### src/rtl/tick_sched_pkg.sv
// Shared constants and config-FSM encoding for the tick scheduler.
package tick_sched_pkg;
  localparam int DEF_NUM_CH   = 4;
  localparam int DEF_PERIOD_W = 16;

  typedef enum logic {IDLE = 1'b0, PEND = 1'b1} cfg_state_e;
endpackage

### src/rtl/tick_channel.sv
// One pulse channel: period register, tick counter, active flag and registered wrap pulse.
module tick_channel #(
  parameter int PERIOD_W = 16
) (
  input  logic                clk,
  input  logic                rst_n,
  input  logic                tick,
  input  logic                apply,
  input  logic [PERIOD_W-1:0] new_period,
  input  logic                new_en,
  output logic                wrap,
  output logic                pulse,
  output logic                active
);
  localparam logic [PERIOD_W-1:0] ONE = PERIOD_W'(1);

  logic [PERIOD_W-1:0] cnt_q, cnt_d, period_q, period_d;
  logic                active_q, active_d, pulse_q, pulse_d;

  always_comb begin
    wrap     = tick && active_q && (cnt_q == period_q - ONE);
    cnt_d    = cnt_q;
    period_d = period_q;
    active_d = active_q;
    pulse_d  = wrap;
    if (apply) begin
      // a wrap coinciding with apply still pulses under the old period
      cnt_d    = '0;
      period_d = new_period;
      active_d = new_en && (new_period != '0);
    end else if (tick && active_q) begin
      cnt_d = wrap ? '0 : cnt_q + ONE;
    end
  end

  always_ff @(posedge clk or negedge rst_n) begin
    if (!rst_n) begin
      cnt_q    <= '0;
      period_q <= '0;
      active_q <= 1'b0;
      pulse_q  <= 1'b0;
    end else begin
      cnt_q    <= cnt_d;
      period_q <= period_d;
      active_q <= active_d;
      pulse_q  <= pulse_d;
    end
  end

  assign pulse  = pulse_q;
  assign active = active_q;
endmodule

### src/rtl/tick_scheduler.sv
// Multi-channel tick divider with a single-slot config path applied glitch-free on channel wrap.
module tick_scheduler
  import tick_sched_pkg::*;
#(
  parameter int NUM_CH   = DEF_NUM_CH,
  parameter int PERIOD_W = DEF_PERIOD_W
) (
  input  logic                      clk,
  input  logic                      rst_n,
  input  logic                      tick_in,
  input  logic                      cfg_valid,
  output logic                      cfg_ready,
  input  logic [$clog2(NUM_CH)-1:0] cfg_ch,
  input  logic [PERIOD_W-1:0]       cfg_period,
  input  logic                      cfg_en,
  output logic                      cfg_applied,
  output logic [NUM_CH-1:0]         ch_pulse,
  output logic [NUM_CH-1:0]         ch_active
);
  localparam int CH_W = $clog2(NUM_CH);

  cfg_state_e          state_q, state_d;
  logic [CH_W-1:0]     pend_ch_q, pend_ch_d;
  logic [PERIOD_W-1:0] pend_period_q, pend_period_d;
  logic                pend_en_q, pend_en_d;
  logic                applied_q, applied_d;
  logic                arm_q, arm_d;
  logic                apply_now, tick_g;
  logic [NUM_CH-1:0]   wrap, apply_vec;

  // inputs are masked on the first edge out of reset
  assign tick_g = tick_in && arm_q;

  always_comb begin
    state_d       = state_q;
    pend_ch_d     = pend_ch_q;
    pend_period_d = pend_period_q;
    pend_en_d     = pend_en_q;
    applied_d     = 1'b0;
    apply_now     = 1'b0;
    arm_d         = 1'b1;
    case (state_q)
      IDLE: if (cfg_valid && arm_q) begin
        state_d       = PEND;
        pend_ch_d     = cfg_ch;
        pend_period_d = cfg_period;
        pend_en_d     = cfg_en;
      end
      PEND: if (!ch_active[pend_ch_q] || !pend_en_q || (pend_period_q == '0) ||
                wrap[pend_ch_q]) begin
        apply_now = 1'b1;
        applied_d = 1'b1;
        state_d   = IDLE;
      end
      default: state_d = IDLE;
    endcase
  end

  always_ff @(posedge clk or negedge rst_n) begin
    if (!rst_n) begin
      state_q       <= IDLE;
      pend_ch_q     <= '0;
      pend_period_q <= '0;
      pend_en_q     <= 1'b0;
      applied_q     <= 1'b0;
      arm_q         <= 1'b0;
    end else begin
      state_q       <= state_d;
      pend_ch_q     <= pend_ch_d;
      pend_period_q <= pend_period_d;
      pend_en_q     <= pend_en_d;
      applied_q     <= applied_d;
      arm_q         <= arm_d;
    end
  end

  assign cfg_ready   = (state_q == IDLE);
  assign cfg_applied = applied_q;

  for (genvar i = 0; i < NUM_CH; i++) begin : gen_ch
    assign apply_vec[i] = apply_now && (pend_ch_q == CH_W'(i));

    tick_channel #(.PERIOD_W(PERIOD_W)) u_ch (
      .clk        (clk),
      .rst_n      (rst_n),
      .tick       (tick_g),
      .apply      (apply_vec[i]),
      .new_period (pend_period_q),
      .new_en     (pend_en_q),
      .wrap       (wrap[i]),
      .pulse      (ch_pulse[i]),
      .active     (ch_active[i])
    );
  end
endmodule

### config.mk
export PLATFORM = sky130hd
export DESIGN_NAME = tick_scheduler
export DESIGN_NICKNAME = d
export VERILOG_FILES = /design/src/rtl/tick_sched_pkg.sv /design/src/rtl/tick_channel.sv /design/src/rtl/tick_scheduler.sv
export SDC_FILE = /design/constraint.sdc
export NUM_CORES = 1
export LEC_CHECK = 0
export BUFFER_PORTS_ARGS = -buffer_cell sky130_fd_sc_hd__buf_4
export CORE_AREA = 2 2 147 149
export CTS_BUF_LIST = sky130_fd_sc_hd__clkbuf_8
export CTS_CLUSTER_SIZE = 16
export DETAILED_ROUTE_END_ITERATION = 12
export DIE_AREA = 0 0 149 151
export GPL_TIMING_DRIVEN = 1
export HOLD_SLACK_MARGIN = 0.15
export MAX_ROUTING_LAYER = met4
export PLACE_DENSITY = 0.7
export SETUP_SLACK_MARGIN = 0.4
export SLEW_MARGIN = 20
export SYNTH_ARGS = -nofsm -noshare
export SYNTH_HDL_FRONTEND = slang
export SYNTH_HIERARCHICAL = 1
export SYNTH_SLANG_ARGS = --single-unit
### constraint.sdc
create_clock -name clk -period 6.2 [get_ports clk]
set_input_delay 0.93 -clock clk [delete_from_list [all_inputs] [get_ports clk]]
set_output_delay 0.93 -clock clk [all_outputs]
set_load 0.005 [all_outputs]
**Word level (Yosys, flattened, before mapping)**

Cells that the tools add are included.

- Bits in registers: 158
- Bits in latches: 0
- Memory bits (writable): 0
- Memory bits (read-only): 0
- Bits of input ports: 23
- Output and inout bits: 10
- Word-level logic and storage cells: 88
- Memories kept: 0

- $add $sub $neg: 8
- $mul: 0
- Divide/modulo/power cells: 0
- Order comparisons: 1
- Equality and inequality tests: 7
- Shifts and indexed selects: 0
- Mux-type cells: 21
- Bitwise gates (word level): 1
- Reductions and logical operators: 28

Operators by type and width:

| kind | count |
|---|---|
| 16-bit 2-to-1 mux | 12 |
| 16-bit by 1-bit adder with 16-bit output (second input constant) | 4 |
| 16-bit equality test | 4 |
| 16-bit by 1-bit subtractor with 16-bit output (second input constant) | 4 |
| 16-bit zero test | 1 |
| 16-bit nonzero test | 1 |
| 1-bit logical AND | 15 |
| 2-bit nonzero test | 4 |
| 1-bit 2-to-1 mux | 6 |
| 1-bit binary-select mux with 2-bit select | 2 |
| 2-bit equality test (second input constant) | 2 |
| 1-bit logical OR | 3 |
| 2-bit by 3-bit less-than comparator with 1-bit output (second input constant) | 1 |
| 2-bit by 1-bit equality test with 1-bit output (second input constant) | 1 |
| 1-bit zero test | 2 |
| 2-bit zero test | 1 |
| 1-bit case mux with 2 select lines | 1 |
| 2-bit AND reduction | 1 |
| 1-bit NOT | 1 |

**Depth between registers and ports, before layout**

- Depth in word-level cells: 10
- Gate-level depth with buffers: 20
- Mapped depth without buffers: 16

**By module**

Netlist, hierarchy kept.

By module, submodules not included:

| module | times used | cells an instance | area an instance (um^2) | sequential area each (um^2) |
|---|---|---|---|---|
| tick_channel (gen_ch[0].u_ch ...) | 3 | 216 | 2115.8 | 850.8 |
| tick_channel (gen_ch[3].u_ch) | 1 | 231 | 2199.6 | 850.8 |
| tick_scheduler | 1 | 62 | 935.9 | 550.5 |

**Worst setup path after synthesis**

Ideal clock, no wire load.

- Path type: flip-flop to flip-flop
- From: register gen_ch[3].u_ch.period_q[0]
- To: register gen_ch[0].u_ch.period_q[10]
- Library setup time: 125 ps
- Arrival: 4314 ps
- Required time: 6075 ps
- Path slack: 1761 ps
- Cell stages (with the launch flop): 18
- Path buffers: 4
- Period minus slack after synthesis: 4439 ps
- Cell sequence: dfrtp_1 inv_1 ha_1 or4b_4 or4_1 a22oi_1 o2111ai_1 or4_4 buf_6 buf_8 inv_1 mux4_2 inv_1 nand4_2 nor4b_1 clkbuf_1 clkbuf_1 mux2_2

- Cells in the longest elaborated chain, start to end: 9

Ends and longest elaborated chain:

| element | RTL line | source |
|---|---|---|
| from (decl) | tick_channel.sv:17 | `logic [PERIOD_W-1:0] cnt_q, cnt_d, period_q, period_d;` |
| from (signal assigned) | tick_channel.sv:44 | `period_q <= period_d;` |
| 16-bit by 1-bit subtractor with 16-bit output | tick_channel.sv:21 | `wrap = tick && active_q && (cnt_q == period_q - ONE);` |
| 16-bit equality test | tick_channel.sv:21 |  |
| 1-bit logical AND | tick_channel.sv:21 |  |
| net wrap[3] | tick_scheduler.sv:29 | `logic [NUM_CH-1:0] wrap, apply_vec;` |
| 1-bit binary-select mux with 2-bit select | tick_scheduler.sv:50 | `wrap[pend_ch_q]) begin` |
| 1-bit 2-to-1 mux (implied by the code) | tick_scheduler.sv:50 |  |
| 1-bit logical OR | tick_scheduler.sv:49 | `PEND: if (!ch_active[pend_ch_q] \|\| !pend_en_q \|\| (pend_period_q == '0) \|\|` |
| 1-bit 2-to-1 mux | tick_scheduler.sv:49 |  |
| 1-bit 2-to-1 mux | tick_scheduler.sv:42 | `case (state_q)` |
| 1-bit logical AND | tick_scheduler.sv:81 | `assign apply_vec[i] = apply_now && (pend_ch_q == CH_W'(i));` |
| net apply_vec[0] | tick_scheduler.sv:29 |  |
| to (signal assigned) | tick_channel.sv:44 |  |
| to (decl) | tick_channel.sv:17 |  |

The timed path passes the listed nets, and every way through them passes these cells. The select of a mux whose other input is x is not followed.
A chain may end at the register's enable or synchronous reset.

**Final worst setup path**

- From: register gen_ch[3].u_ch.period_q[0]
- To: register gen_ch[0].u_ch.cnt_q[13]

- Cells in the longest elaborated chain, start to end: 10
- Elaborated cells on any way between the ends: 11
- Those cells by class: add/sub (1); eq/ne (1); mux (5); reduce/logical (4)

Ends and longest elaborated chain:

| element | RTL line | source |
|---|---|---|
| 16-bit by 1-bit subtractor with 16-bit output (*) | tick_channel.sv:21 |  |
| 16-bit equality test (*) | tick_channel.sv:21 |  |
| 1-bit logical AND (*) | tick_channel.sv:21 |  |
| net wrap[3] | tick_scheduler.sv:29 |  |
| 1-bit binary-select mux with 2-bit select (*) | tick_scheduler.sv:50 |  |
| 1-bit 2-to-1 mux (implied by the code) (*) | tick_scheduler.sv:50 |  |
| 1-bit logical OR (*) | tick_scheduler.sv:49 |  |
| 1-bit 2-to-1 mux (*) | tick_scheduler.sv:49 |  |
| 1-bit 2-to-1 mux (*) | tick_scheduler.sv:42 |  |
| 1-bit logical AND (*) | tick_scheduler.sv:81 |  |
| net apply_vec[0] | tick_scheduler.sv:29 |  |
| 16-bit 2-to-1 mux or 2-bit nonzero test (tied branches) | - |  |
| to (signal assigned) | tick_channel.sv:43 | `cnt_q <= cnt_d;` |
| to (decl) | tick_channel.sv:17 |  |

Mark *: on every way through the listed nets, which the timed path passes. The rest lies on a longest branch. The select of a mux whose other input is x is not followed.

==> results.md <==
* Status: complete, no violations
* Final Setup Violations at 0
* Clock Latency Late Sink at roughly 470 ps
* WP data arrival at between 5000 and 6000 ps
* # DRC at 0
* Worst-margin pin slew at roughly 1100 ps
* Routed Antenna Nets at 0
* Crit path max-delay family: simple AND/OR/NAND/NOR gates
* WS Path Type: flip-flop to flip-flop
* Drt wl/cell at 17.44 um
* Commonest cells after routing, fill and taps aside: dfrtp_1 (158), xnor2_1 (71), mux2_2 (69), nand2_1 (64), o21ai_0 (58)
* Area contributors post-synth: dfrtp_1 (42%), mux2_2 (8.2%), xnor2_1 (6.6%)
* Synthesized instance count at approximately 940
* Site row count at 53
* Most common cell after layout, fill and taps aside: dfrtp_1
* Ys Warns at 6
* Share of cells above drive strength 1 at 19.22%
* Vias in the first global route at 7124
* Starting Density at ~46%
* Synth Flop Type: dfrtp_1
* Post-synth EDFFs at 0
* Vias per cell at 5.967
* Crit path depth at 16
* Vias at between 7000 and 8000
* Max Clk Rate at ~210 MHz
* N_diodes at 0
* Min-delay worst type: input pin to async pin
* Max Root-Sink Buffers at 2
* Crit path launch type: flip-flop
* Final setup margin at 1411 ps
* Yosys top cell area share at between 40% and 50%
* Max incr delay on CP at 700 ps
* Pwr Density at 409.7 nW/um2
* Cts bufs inserted at 17
* Buffers & Inverters on Critical Path at 3
* LEAKAGE at 4.336 nW
* # port buffers at 32
* H-tree Lvls at 4
* RSZ-0062 raised after global routing: false
* Syn-to-layout area delta at 9.434%
* Final GP Congestion at between 0.8 and 0.9
* CORE AREA at 20820 um2
* TritonCTS sink count at 158
* First-pass iteration count of the detailed router at 6
* Max-Cap Viols at 0
* CTS resizes at 0
* Die Ht at 151 um
* Mapped Area at 9483 um2
* Critical Path End Type: flip-flop
* CTS Root Cell: clkbuf_8
* Setup TNS at 0 ps
* Setup Skew at 16.61 ps
* # IOs at 33
* Maximum vdd drop at ~0.00017 V
* Reg2Reg Depth at 16
* Reg2reg setup slack at 1410 ps
* Initial antenna violation count at 0
* Initial drt markers at 597
* Critical path fanouts, max at 20
* Fillers at 1884
* Most common cell on crit path: inv_1
* Leading area contributor after synthesis: dfrtp_1
* Slew HR at 28.31%
* Register clock-pin slew on the reported worst setup and hold paths at ~90 ps
* Critical path required time at 6560 ps
* Hold Vio Cnt, Final at 0
* Distinct cells, synth at 73
* First-pass GRT wire length at 36170 um
* WL final at 21850 um
* Number of synthesized register bits at 158
* CP Cell Sequence: inv_1, ha_1, or4b_4, or4_1, a22oi_1, o2111ai_1, or4_4, inv_1, mux4_2, inv_1, nand4_2, nor4b_2, nor2_1, o21ai_4, nor3_1, a211o_1
* Postcts setup bufs at 0
* Final Max Tran Viols at 0
* Seq/Total Area, Yosys at 41.69%
* FF/Latch Area at 3954 um2
* TritonCTS clock tree: built
* Area of the multi-input gates at 5213 um2
* Chip width at 149 um
* Dpl hpwl at 15000 um
* Crit path time final at around 4800 ps
* Hold_buf cts at 0
* Syn Nets at 972
* Final net count at around 1000
* Pin count of the biggest net entering global routing at 76
* Slowest CP cell: or4_4
* Die ar. at between 20000 and 25000 um2
* Congestion Overflow GR at 0
* Final period util at around 77%
* Asr flop ratio synth at between 90% and 100%
* GRT Total Usage at about a fifth
* Core Util, Final at between 40% and 50%
* DP Worst Slack at 1229 ps
* Syn Area/Cell at 10.08 um2
-- state kept, by name, indices dropped and copies added (netlist names) --
register	cells
arm_q	1
cfg_applied	1
gen_ch.u_ch/active	4
gen_ch.u_ch/cnt_q	64
gen_ch.u_ch/period_q	64
gen_ch.u_ch/pulse	4
pend_ch_q	2
pend_en_q	1
pend_period_q	16
state_q	1
-- metrics by stage --
| stage | total power, W | hold WS (ps) | std cells | area (um2) |
|---|---|---|---|---|
| 2_1_floorplan | 0.002964 | 490.2 | 941 | 9483 |
| 3_3_place_gp | 0.003347 | 516.6 | 1221 | 9916 |
| 3_5_place_dp | 0.003381 | 521.6 | 1221 | 9923 |
| 4_1_cts | 0.004257 | 287.1 | 1253 | 10370 |
| 5_1_grt | 0.004535 | 284.1 | 1253 | 10380 |
| 6_report | 0.004252 | 299.9 | 1253 | 10380 |
-- per-layer routing --
metal	wire length, um	vias to the layer above	global-route usage, %
met5	0	-	-
met4	534	0	8.000
met3	987	50	4.096
met2	10040	195	30.88
met1	10290	3690	28.14
li1	-	3542	-
-- cells by family (layout without fill, tap and decap cells) --
family / after synthesis / count (layout) / synth area share, %
other cells: 1 / 1 / 0.03955
mux: 85 / 85 / 10.15
fa+ha+maj: 8 / 8 / 1.056
buf+inv: 65 / 102 / 3.523
compound gates: 178 / 178 / 12.94
simple gates: 359 / 359 / 22.56
flops: 158 / 158 / 41.69
xor+xnor: 87 / 87 / 8.035
-- final cells by class --
| cell class | count | area share, % |
|---|---|---|
| inverter | 30 | 1.085 |
| clock inverter | 13 | 1.821 |
| sequential | 158 | 38.10 |
| multi-input combinational | 718 | 50.23 |
| tap | 275 | 3.316 |
| timing repair buffer | 40 | 2.930 |
| clock buffer | 19 | 2.520 |
-- report_power, final --
part / internal [W] / leakage (nW) / switching, W
logic: 0.000776 / 2.10 / 0.000699
clock network: 0.000461 / 0.216 / 0.000403
registers: 0.00133 / 2.02 / 0.000584
total: 0.00257 / 4.34 / 0.00169
-- path summary, 6_finish.rpt --
kind | start | endpoint
max | gen_ch[3].u_ch/period_q[0] | gen_ch[0].u_ch/cnt_q[13]
min | rst_n | gen_ch[0].u_ch/cnt_q[7]
max reg2reg | gen_ch[3].u_ch/period_q[0] | gen_ch[0].u_ch/cnt_q[13]
min reg2reg | gen_ch[0].u_ch/period_q[15] | gen_ch[0].u_ch/period_q[15]
max in group asynchronous | rst_n | pend_period_q[15]
min in group clk | gen_ch[0].u_ch/period_q[15] | gen_ch[0].u_ch/period_q[15]
-- worst register-to-register path, cell delays in order, from the launching register on --
cell,delay (ps)
dfrtp_1,450
inv_1,110
ha_1,230
or4b_4,520
or4_1,480
a22oi_1,210
o2111ai_1,140
or4_4,700
inv_1,170
mux4_2,240
inv_1,50
nand4_2,120
nor4b_2,460
nor2_1,200
o21ai_4,230
nor3_1,110
a211o_1,270
-- cells in the mapped netlist, types with 4 or more instances --
| cell type | n |
|---|---|
| and3_1 | 38 |
| o311ai_0 | 5 |
| o32ai_1 | 4 |
| a22oi_1 | 4 |
| nor3_1 | 27 |
| or3_1 | 10 |
| and2_1 | 8 |
| o211ai_1 | 4 |
| a211oi_1 | 4 |
| a211o_1 | 15 |
| nand4_2 | 4 |
| nor3b_1 | 25 |
| nand2b_1 | 5 |
| nand2_1 | 64 |
| inv_1 | 30 |
| xor2_1 | 16 |
| a21oi_1 | 20 |
| o22ai_1 | 5 |
| a21o_1 | 9 |
| mux2i_1 | 14 |
| nand3_1 | 44 |
| mux2_2 | 69 |
| nor2b_1 | 10 |
| a31oi_1 | 15 |
| nand4_1 | 11 |
| ha_1 | 8 |
| buf_6 | 7 |
| clkbuf_1 | 18 |
| nor2_1 | 39 |
| o21ai_0 | 58 |
| or4_4 | 8 |
| xnor2_1 | 71 |
| nor4_1 | 30 |
| dfrtp_1 | 158 |
| o21bai_1 | 9 |
(Power assumes the default switching activity.)
